==> config.mk <==
export PLATFORM = sky130hd
export DESIGN_NAME = axis_master_fifo
export DESIGN_NICKNAME = d
export VERILOG_FILES = /design/src/rtl/axis_pkg.sv /design/src/rtl/axis_sync_fifo.sv /design/src/rtl/axis_master_fifo.sv
export SDC_FILE = /design/constraint.sdc
export NUM_CORES = 1
export LEC_CHECK = 0
export CAP_MARGIN = 20
export CORE_ASPECT_RATIO = 0.5
export CORE_MARGIN = 8
export CORE_UTILIZATION = 65
export CTS_CLUSTER_DIAMETER = 100
export DETAILED_ROUTE_END_ITERATION = 12
export GPL_TIMING_DRIVEN = 0
export PLACE_DENSITY = 0.84
export SLEW_MARGIN = 0
export SYNTH_ARGS = -nofsm -noshare
export SYNTH_HDL_FRONTEND = slang
export SYNTH_SLANG_ARGS = --single-unit
==> constraint.sdc <==
create_clock -name M_AXIS_ACLK -period 10 [get_ports M_AXIS_ACLK]
set_input_delay 1 -clock M_AXIS_ACLK [delete_from_list [all_inputs] [get_ports M_AXIS_ACLK]]
set_output_delay 1 -clock M_AXIS_ACLK [all_outputs]
set_load 0.01 [all_outputs]
==> src/rtl/axis_pkg.sv <==
// rtl/axis_pkg.sv - shared AXI4-Stream beat type, width constants and pointer-width helpers
//
// Purpose : common declarations for axis_master_fifo and axis_sync_fifo.
//           axis_beat_t is the beat layout {data, keep, last} at the default
//           32-bit data width; parametrised modules build the same layout
//           locally from their own widths using keep_w()/ptr_w().
// Ports   : none (package).
package axis_pkg;

    localparam int DEFAULT_TDATA_W = 32;
    localparam int KEEP_W          = DEFAULT_TDATA_W / 8;

    typedef struct packed {
        logic [DEFAULT_TDATA_W-1:0] data;
        logic [KEEP_W-1:0]          keep;
        logic                       last;
    } axis_beat_t;

    // Pointer width: one extra MSB beyond the address bits so that full and
    // empty can be told apart when the address bits are equal.
    function automatic int ptr_w(input int depth);
        return $clog2(depth) + 1;
    endfunction

    function automatic int keep_w(input int data_w);
        return data_w / 8;
    endfunction

endpackage

==> src/rtl/axis_sync_fifo.sv <==
// rtl/axis_sync_fifo.sv - synchronous first-word-fall-through FIFO with registered head word
//
// Purpose : storage array, read/write pointers, full/empty, fill level and a
//           registered output word. A word written into an empty FIFO is
//           visible on out_data/out_valid right after the writing edge.
// Ports   : clk        - rising-edge clock
//           rst        - synchronous active-high reset
//           in_data    - word to store
//           in_valid   - producer offers in_data
//           in_ready   - FIFO can accept (not full, not in reset)
//           out_data   - head word (registered, held stable while out_valid)
//           out_valid  - head word present (registered)
//           out_ready  - consumer takes the head word
//           fill_level - words currently stored
module axis_sync_fifo
    import axis_pkg::*;
#(
    parameter int DATA_W = 37,
    parameter int DEPTH  = 16
) (
    input  logic                    clk,
    input  logic                    rst,
    input  logic [DATA_W-1:0]       in_data,
    input  logic                    in_valid,
    output logic                    in_ready,
    output logic [DATA_W-1:0]       out_data,
    output logic                    out_valid,
    input  logic                    out_ready,
    output logic [ptr_w(DEPTH)-1:0] fill_level
);

    localparam int PW = ptr_w(DEPTH);
    localparam int AW = PW - 1;

    logic [DATA_W-1:0] mem [DEPTH];
    logic [PW-1:0]     wr_ptr;
    logic [PW-1:0]     rd_ptr;
    logic [PW-1:0]     wr_nxt;
    logic [PW-1:0]     rd_nxt;
    logic [DATA_W-1:0] head_q;
    logic [DATA_W-1:0] head_nxt;
    logic              valid_q;
    logic              full;
    logic              push;
    logic              pop;

    assign full       = (wr_ptr[AW] != rd_ptr[AW]) && (wr_ptr[AW-1:0] == rd_ptr[AW-1:0]);
    assign in_ready   = !full && !rst;
    assign fill_level = wr_ptr - rd_ptr;
    assign out_data   = head_q;
    assign out_valid  = valid_q;

    always_comb begin
        push     = in_valid && in_ready;
        pop      = valid_q && out_ready;
        wr_nxt   = wr_ptr + PW'(push);
        rd_nxt   = rd_ptr + PW'(pop);
        head_nxt = head_q;
        if (wr_nxt != rd_nxt) begin
            // The next head is the word being written this very edge when the
            // read pointer lands on the current write slot; otherwise it is
            // already in the array.
            if (push && (rd_nxt == wr_ptr)) begin
                head_nxt = in_data;
            end else begin
                head_nxt = mem[rd_nxt[AW-1:0]];
            end
        end
    end

    always_ff @(posedge clk) begin
        if (rst) begin
            wr_ptr  <= '0;
            rd_ptr  <= '0;
            valid_q <= 1'b0;
            head_q  <= '0;
        end else begin
            wr_ptr  <= wr_nxt;
            rd_ptr  <= rd_nxt;
            valid_q <= (wr_nxt != rd_nxt);
            head_q  <= head_nxt;
        end
    end

    always_ff @(posedge clk) begin
        if (push) begin
            mem[wr_ptr[AW-1:0]] <= in_data;
        end
    end

endmodule

==> src/rtl/axis_master_fifo.sv <==
// rtl/axis_master_fifo.sv - FIFO-buffered AXI4-Stream master with fill/packet stats and overflow flag
//
// Purpose : accepts words from an internal producer (valid/ready), buffers
//           them in axis_sync_fifo and drives M_AXIS. Tracks sent packets and
//           a sticky overflow flag for producers that ignore TREADY_out.
// Config  : `define AXIS_MASTER_PKT_MODE_EN selects store-and-forward output
//           (TVALID held until a whole packet is stored, with a cut-through
//           escape when the FIFO fills without any complete packet).
//           Undefined: pure cut-through.
// Ports   : M_AXIS_ACLK, M_AXIS_ARESET (sync, active-high)
//           TDATA_in/TKEEP_in/TVALID_in/TLAST_in/TREADY_out - upstream side
//           M_AXIS_TDATA/TKEEP/TSTRB/TVALID/TLAST/TREADY    - stream side
//           fill_level - stored words; pkt_count - TLAST handshakes sent
//           overflow   - sticky, TVALID_in while not ready
//           clear_stats - synchronous clear of pkt_count and overflow
module axis_master_fifo
    import axis_pkg::*;
#(
    parameter int C_M_AXIS_TDATA_WIDTH = 32,
    parameter int FIFO_DEPTH           = 16,
    parameter int PKT_CNT_WIDTH        = 16
) (
    input  logic                                M_AXIS_ACLK,
    input  logic                                M_AXIS_ARESET,
    input  logic [C_M_AXIS_TDATA_WIDTH-1:0]     TDATA_in,
    input  logic [C_M_AXIS_TDATA_WIDTH/8-1:0]   TKEEP_in,
    input  logic                                TVALID_in,
    input  logic                                TLAST_in,
    output logic                                TREADY_out,
    output logic [C_M_AXIS_TDATA_WIDTH-1:0]     M_AXIS_TDATA,
    output logic [C_M_AXIS_TDATA_WIDTH/8-1:0]   M_AXIS_TKEEP,
    output logic [C_M_AXIS_TDATA_WIDTH/8-1:0]   M_AXIS_TSTRB,
    output logic                                M_AXIS_TVALID,
    output logic                                M_AXIS_TLAST,
    input  logic                                M_AXIS_TREADY,
    output logic [ptr_w(FIFO_DEPTH)-1:0]        fill_level,
    output logic [PKT_CNT_WIDTH-1:0]            pkt_count,
    output logic                                overflow,
    input  logic                                clear_stats
);

    localparam int KW     = keep_w(C_M_AXIS_TDATA_WIDTH);
    localparam int PW     = ptr_w(FIFO_DEPTH);
    localparam int WORD_W = C_M_AXIS_TDATA_WIDTH + KW + 1;

    typedef struct packed {
        logic [C_M_AXIS_TDATA_WIDTH-1:0] data;
        logic [KW-1:0]                   keep;
        logic                            last;
    } beat_t;

    beat_t in_beat;
    beat_t out_beat;
    logic  fifo_valid;
    logic  gate;
    logic  push;
    logic  pop;

    always_comb begin
        in_beat.data = TDATA_in;
        in_beat.keep = TKEEP_in;
        in_beat.last = TLAST_in;
    end

    axis_sync_fifo #(
        .DATA_W (WORD_W),
        .DEPTH  (FIFO_DEPTH)
    ) u_fifo (
        .clk        (M_AXIS_ACLK),
        .rst        (M_AXIS_ARESET),
        .in_data    (in_beat),
        .in_valid   (TVALID_in),
        .in_ready   (TREADY_out),
        .out_data   (out_beat),
        .out_valid  (fifo_valid),
        .out_ready  (M_AXIS_TREADY && gate),
        .fill_level (fill_level)
    );

    assign push          = TVALID_in && TREADY_out;
    assign M_AXIS_TVALID = fifo_valid && gate;
    assign pop           = M_AXIS_TVALID && M_AXIS_TREADY;
    assign M_AXIS_TDATA  = out_beat.data;
    assign M_AXIS_TKEEP  = out_beat.keep;
    assign M_AXIS_TSTRB  = out_beat.keep;
    assign M_AXIS_TLAST  = out_beat.last;

`ifdef AXIS_MASTER_PKT_MODE_EN
    logic [PW-1:0] pkts_stored;
    logic          cut_through;
    logic          last_push;
    logic          last_pop;
    logic          stuck;

    assign last_push = push && TLAST_in;
    assign last_pop  = pop && out_beat.last;
    // Full with no TLAST inside can never complete a packet on its own, so
    // the head packet is let through until its TLAST leaves.
    assign stuck     = (fill_level == PW'(FIFO_DEPTH)) && (pkts_stored == '0);
    // All terms are registered, so TVALID never follows M_AXIS_TREADY.
    assign gate      = (pkts_stored != '0) || cut_through || stuck;

    always_ff @(posedge M_AXIS_ACLK) begin
        if (M_AXIS_ARESET) begin
            pkts_stored <= '0;
            cut_through <= 1'b0;
        end else begin
            if (last_push && !last_pop) begin
                pkts_stored <= pkts_stored + PW'(1);
            end else if (last_pop && !last_push) begin
                pkts_stored <= pkts_stored - PW'(1);
            end
            if (last_pop) begin
                cut_through <= 1'b0;
            end else if (stuck) begin
                cut_through <= 1'b1;
            end
        end
    end
`else
    assign gate = 1'b1;
`endif

    always_ff @(posedge M_AXIS_ACLK) begin
        if (M_AXIS_ARESET) begin
            pkt_count <= '0;
            overflow  <= 1'b0;
        end else begin
            if (pop && out_beat.last) begin
                pkt_count <= clear_stats ? PKT_CNT_WIDTH'(1) : pkt_count + PKT_CNT_WIDTH'(1);
            end else if (clear_stats) begin
                pkt_count <= '0;
            end
            // A dropped word sets the flag even when a clear arrives with it.
            if (TVALID_in && !TREADY_out) begin
                overflow <= 1'b1;
            end else if (clear_stats) begin
                overflow <= 1'b0;
            end
        end
    end

endmodule

After elaboration in Yosys (flattened, before gate mapping) --
Memory sizes are Yosys's and may differ from the RTL's. Cells that the tools add are included.
Operators by class: equal/unequal tests 4, reduce and logical (&&, ||, !) cells 12, muxes and demuxes 8, add/subtract/negate cells 4
Operator list (count):
- two-way mux 16 bit | 3
- two-way mux 37 bit | 1
- adder 16 x 1 -> 16 bit (second input constant) | 1
- adder 5 x 1 -> 5 bit | 2
- logical AND 1 bit | 7
- == test 5 bit | 1
- != test 5 bit | 1
- subtractor 5 bit | 1
- == test 4 bit | 1
- two-way mux 1 bit | 4
- nonzero test 2 bit | 2
- zero test 1 bit | 3
- != test 1 bit | 1
Storage, ports and cells: input port bits 42, output and inout port bits 65, memories kept 1, memory bits (writable) 592, flip-flop bits (word level) 65, logic and storage cells 35
Memories:
- u_fifo.mem | words 16, bits a word 37, rd ports 1, clocked after Yosys merged registers in 0, wr ports 1, line axis_sync_fifo.sv:35 | logic [DATA_W-1:0] mem [DEPTH];

Depth between registers and ports, before layout --
depth in word-level cells 7, depth in mapped cells 17, depth with buffers taken out 13

Modules after synthesis --
Synthesis repeated with hierarchy kept, for this count alone.
Unflattened totals: cell total of the unflattened synthesis 1418, area total of the unflattened synthesis 26126.3 um^2
Modules (own cells, without submodules):
- axis_sync_fifo | area an instance 25299.3 um^2, times used 1, sequential area each 18738.0 um^2, cells an instance 1322
- axis_master_fifo | area an instance 827.0 um^2, times used 1, sequential area each 340.3 um^2, cells an instance 96

Least setup slack after synthesis --
OpenSTA, ideal clock, no wires.
path kind in2reg, start input M_AXIS_ARESET, end memory u_fifo.mem[0][0] (enable), buffers on the path 2, required time 9.463 ns, library setup time 0.537 ns, data arrival time 5.580 ns, stages 6, setup slack 3.883 ns, cells stage by stage clkbuf_1 nor2b_1 o21ai_1 clkbuf_1 nor2_1 nor4b_1
Between the ends: cells in the longest elaborated chain, start to end 5
Ends and longest elaborated chain:
- start: declaration | line axis_master_fifo.sv:24 | input logic M_AXIS_ARESET,
- zero test 1 bit | line axis_sync_fifo.sv:48 | assign in_ready = !full && !rst;
- logical AND 1 bit | line axis_sync_fifo.sv:48
- logical AND 1 bit | line axis_sync_fifo.sv:54 | push = in_valid && in_ready;
- two-way mux 1 bit | line axis_sync_fifo.sv:86 | if (push) begin
- two-way mux 1 bit (implied by the code) | line axis_sync_fifo.sv:87 | mem[wr_ptr[AW-1:0]] <= in_data;
- end: declaration | line axis_sync_fifo.sv:35
No other way between the ends.

Final worst setup path --
start register u_fifo.wr_ptr[0], end register u_fifo.head_q[32] (netlist: u_fifo.out_data[32])
Between the ends: cells in the longest elaborated chain, start to end 7, elaborated cells between the ends (all ways) 10, classes of those cells add/sub: 1; eq/ne: 3; mux: 1; reduce/logical: 5
Ends and longest elaborated chain:
- start: declaration | line axis_sync_fifo.sv:36 | logic [PW-1:0] wr_ptr;
- start signal: assignment | line axis_sync_fifo.sv:78 | wr_ptr <= wr_nxt;
- == test 4 bit | line axis_sync_fifo.sv:47 | assign full = (wr_ptr[AW] != rd_ptr[AW]) && (wr_ptr[AW-1:0] == rd_ptr[AW-1:0]);
- logical AND 1 bit | line axis_sync_fifo.sv:47
- zero test 1 bit | line axis_sync_fifo.sv:48
- logical AND 1 bit | line axis_sync_fifo.sv:48
- logical AND 1 bit | line axis_sync_fifo.sv:54
- adder 5 x 1 -> 5 bit or logical AND 1 bit (tied branches) | line axis_sync_fifo.sv:56, axis_sync_fifo.sv:63
- != test 5 bit or two-way mux 37 bit (tied branches) | line axis_sync_fifo.sv:59, axis_sync_fifo.sv:63
- end signal: assignment | line axis_sync_fifo.sv:81 | head_q <= head_nxt;
- end: declaration | line axis_sync_fifo.sv:40 | logic [DATA_W-1:0] head_q;
Parallel ways exist; a longest one is shown, timed or not. A chain may end at the register's enable or synchronous reset.

==> impl_metrics.ini <==
[floorplanning]
die_w_microns = 299
rows = 51
core-area_sq_um = 39100
pin_count = 107
initial_core_util_pct = 66.3
dieArea_sq_um = 47000
die_h_microns = 157

[drt]
vias = 14700
drt_wl_total_microns = 67500
routed_via_density = 6.90
drtIter0Drc = 2010
drc = 0
wl_per_cell_microns = 31.7
antenna_left = 0
dr.pass1.iters = 6

[finish]
area_delta_synth_final_pct = 16.5
post-route-cell-area_sq_um = 30200
fin_nets = 1608
stdcell_count = 2130
nFillCells = 1859
drive_gt1_share_pct = 25.3

[global_routing]
grt_max_degree = 28
grt_pass1_vias = 15200
grt_overflow = 0
grt_usage_pct = 28.4
antenna_found_initial = 2
grt_pass1_wl_microns = 97900

[power]
leakagePower_nw = 9.63
power_density_nw_per_um2 = 209
ir_drop_mv = 0.119

[cts]
htreeDepth = 2
clockBufferDepth = 3
numCtsBuffers = 53
clock_latency_ns = 0.60
hold_buffers = 0
ctsRootBufferMaster = clkbuf_16
clock-sinks = 657
cts_setup_buffers = 0
cts_resized = 0
tritoncts = built
clkTransAtPathRegs_ns = 0.07

[timing]
fin_setup_tns_ns = 0
holdWs_ns = 0.497
finalCritPeriodShare_pct = 44.7
min_period_ns = 4.47
fmax_ghz = 0.224
rsz0062_at_grt = false
setup_viol = 0
relSlewSlack_pct = 29.4
hold_violations = 0
maxSlewViolCount = 0
worst_slew_pin_slew_ns = 1.05
fin_skew_ns = 0.0165

[worst_hold_path]
hold_depth = 2
hp-class = flop to flop

[worst_setup_path]
path_cells = clkbuf_1 -> inv_1 -> ha_1 -> nand4_1 -> o21ai_1 -> clkbuf_1 -> inv_1 -> ha_1 -> ha_1 -> xnor2_1 -> xnor2_1 -> nor3_2 -> nand3_1 -> buf_2 -> buf_2 -> nor2_1 -> a311oi_2
cp.arrival_ns = 4.96
crit_type = flop to flop
end_kind = flop
crit_path_max_incr_delay_ns = 0.49
path_max_fanout = 10
cpMaxStageDelayCell = clkbuf_1
startpoint_type = flop
rr_worst_depth = 17
path_common_cell = ha_1
crit_required_ns = 10.48

[synth]
synthTopCellsByCount = edfxtp_1 (592), mux4_2 (148), nand2_1 (89)
synth_flop_cell = edfxtp_1
syn_nets = 1389
yosysSeqAreaShare_pct = 73.5
synth_most_common_cell = edfxtp_1
netlist_top_cells_area = edfxtp_1 (69%), mux4_2 (13%), dfxtp_1 (5.0%)
yosys_warnings = 0
yosysUniqueCellTypes = 43
yosysTopAreaCell = edfxtp_1
synthesis.instances = 1337
async_reset_ff_share_pct = 0
syn_area_sq_um = 26000
ys_seq_elements = 657
syn_area_per_cell_sq_um = 19.4
synth_edf_count = 592
synth_top_cell_area_share_pct = 68.5

[status]
status = finished clean

[place]
place_area_sq_um = 28500
globalplace.congestion = 0.858
portBuffers = 105
dpl.hpwl_microns = 41800
dpl.cell_count = 2031

[run]
maxCapViolations = 0
## area by class of cell
type / instances / area [sq um] / share of cell area (%)
diodes: 2 / 5.00 / 0.0166
plain buffers: 86 / 500 / 1.66
clock buffers: 68 / 1420 / 4.71
clock inverters: 29 / 327 / 1.08
inverters: 11 / 41.3 / 0.137
multi-input cells: 583 / 6430 / 21.3
flip-flops and latches: 657 / 19100 / 63.1
well taps: 530 / 663 / 2.19
repair buffers: 164 / 1750 / 5.79
## final timing paths
| path | startpoint | end | slack, ns |
|---|---|---|---|
| setup / recovery | u_fifo.wr_ptr[0] | u_fifo.out_data[32] | 5.53 |
| hold / removal | overflow | overflow | 0.50 |
| setup reg to reg | u_fifo.wr_ptr[0] | u_fifo.out_data[32] | 5.53 |
| hold reg to reg | overflow | overflow | 0.50 |
## kinds of logic after synthesis
| logic type | Yosys count | synth area share, % |
|---|---|---|
| fa+ha+maj | 10 | 0.511 |
| mux | 196 | 14.7 |
| compound gates | 112 | 3.86 |
| buf+inv | 97 | 2.09 |
| flops | 657 | 73.5 |
| xor+xnor | 34 | 1.23 |
| simple gates | 231 | 4.05 |
## sequential cells by signal, summed over array words and instances, names as in the netlist
register          count
overflow              1
pkt_count            16
u_fifo.mem          592
u_fifo.out_data      37
u_fifo.out_valid      1
u_fifo.rd_ptr         5
u_fifo.wr_ptr         5
## layer usage
metal  vias up  track usage, %  part of all wire (%)
li1       5813               -                     -
met1      7454            36.2                    35
met2      1205            48.2                    49
met3       234            6.32                    12
met4         0            10.9                   4.3
met5         -               0                     0
## where the power goes
group          internal, mW  switching, mW  leakage [nW]
sequential             3.06         0.0489          5.87
combinational         0.486          0.566          2.90
clock                  1.19          0.963         0.859
## layout by cell type, fill, tap and decap left out, types with 8 or more instances in the layout
cell / Yosys / layout
mux4_2: 148 / 148
nand2_1: 89 / 89
a21oi_1: 31 / 31
buf_2: 28 / 28
ha_1: 9 / 9
inv_1: 11 / 11
edfxtp_1: 592 / 592
clkinv_2: 0 / 9
mux2_2: 10 / 10
dfxtp_1: 65 / 65
nor2_1: 69 / 63
a311oi_2: 32 / 32
clkbuf_1: 28 / 40
a211oi_1: 27 / 27
clkdlybuf4s50_1: 0 / 105
buf_6: 8 / 28
xnor2_1: 14 / 14
nand3_1: 8 / 8
xor2_1: 17 / 17
clkinv_1: 0 / 10
clkbuf_16: 0 / 54
buf_4: 22 / 49
o211ai_1: 10 / 10
mux2i_1: 38 / 38
nor2b_1: 35 / 35
## through the flow
step	utilization [%]	total power, mW	setup slack [ns]
floorplan	-	3.79	3.88
global placement	70.7	4.13	-0.782
detailed placement	72.8	4.18	5.53
CTS	77.2	6.30	5.60
global route	77.3	6.46	5.41
finish	77.3	6.31	5.53
## critical path: cells and delay by family, from the launching register on
family          cells  cell delay (ns)
compound gates      2             0.55
xor+xnor            2             0.42
fa+ha+maj           3             0.79
buf+inv             6             1.80
flops               1             0.36
simple gates        4             0.44
(Power assumes the default switching activity.)
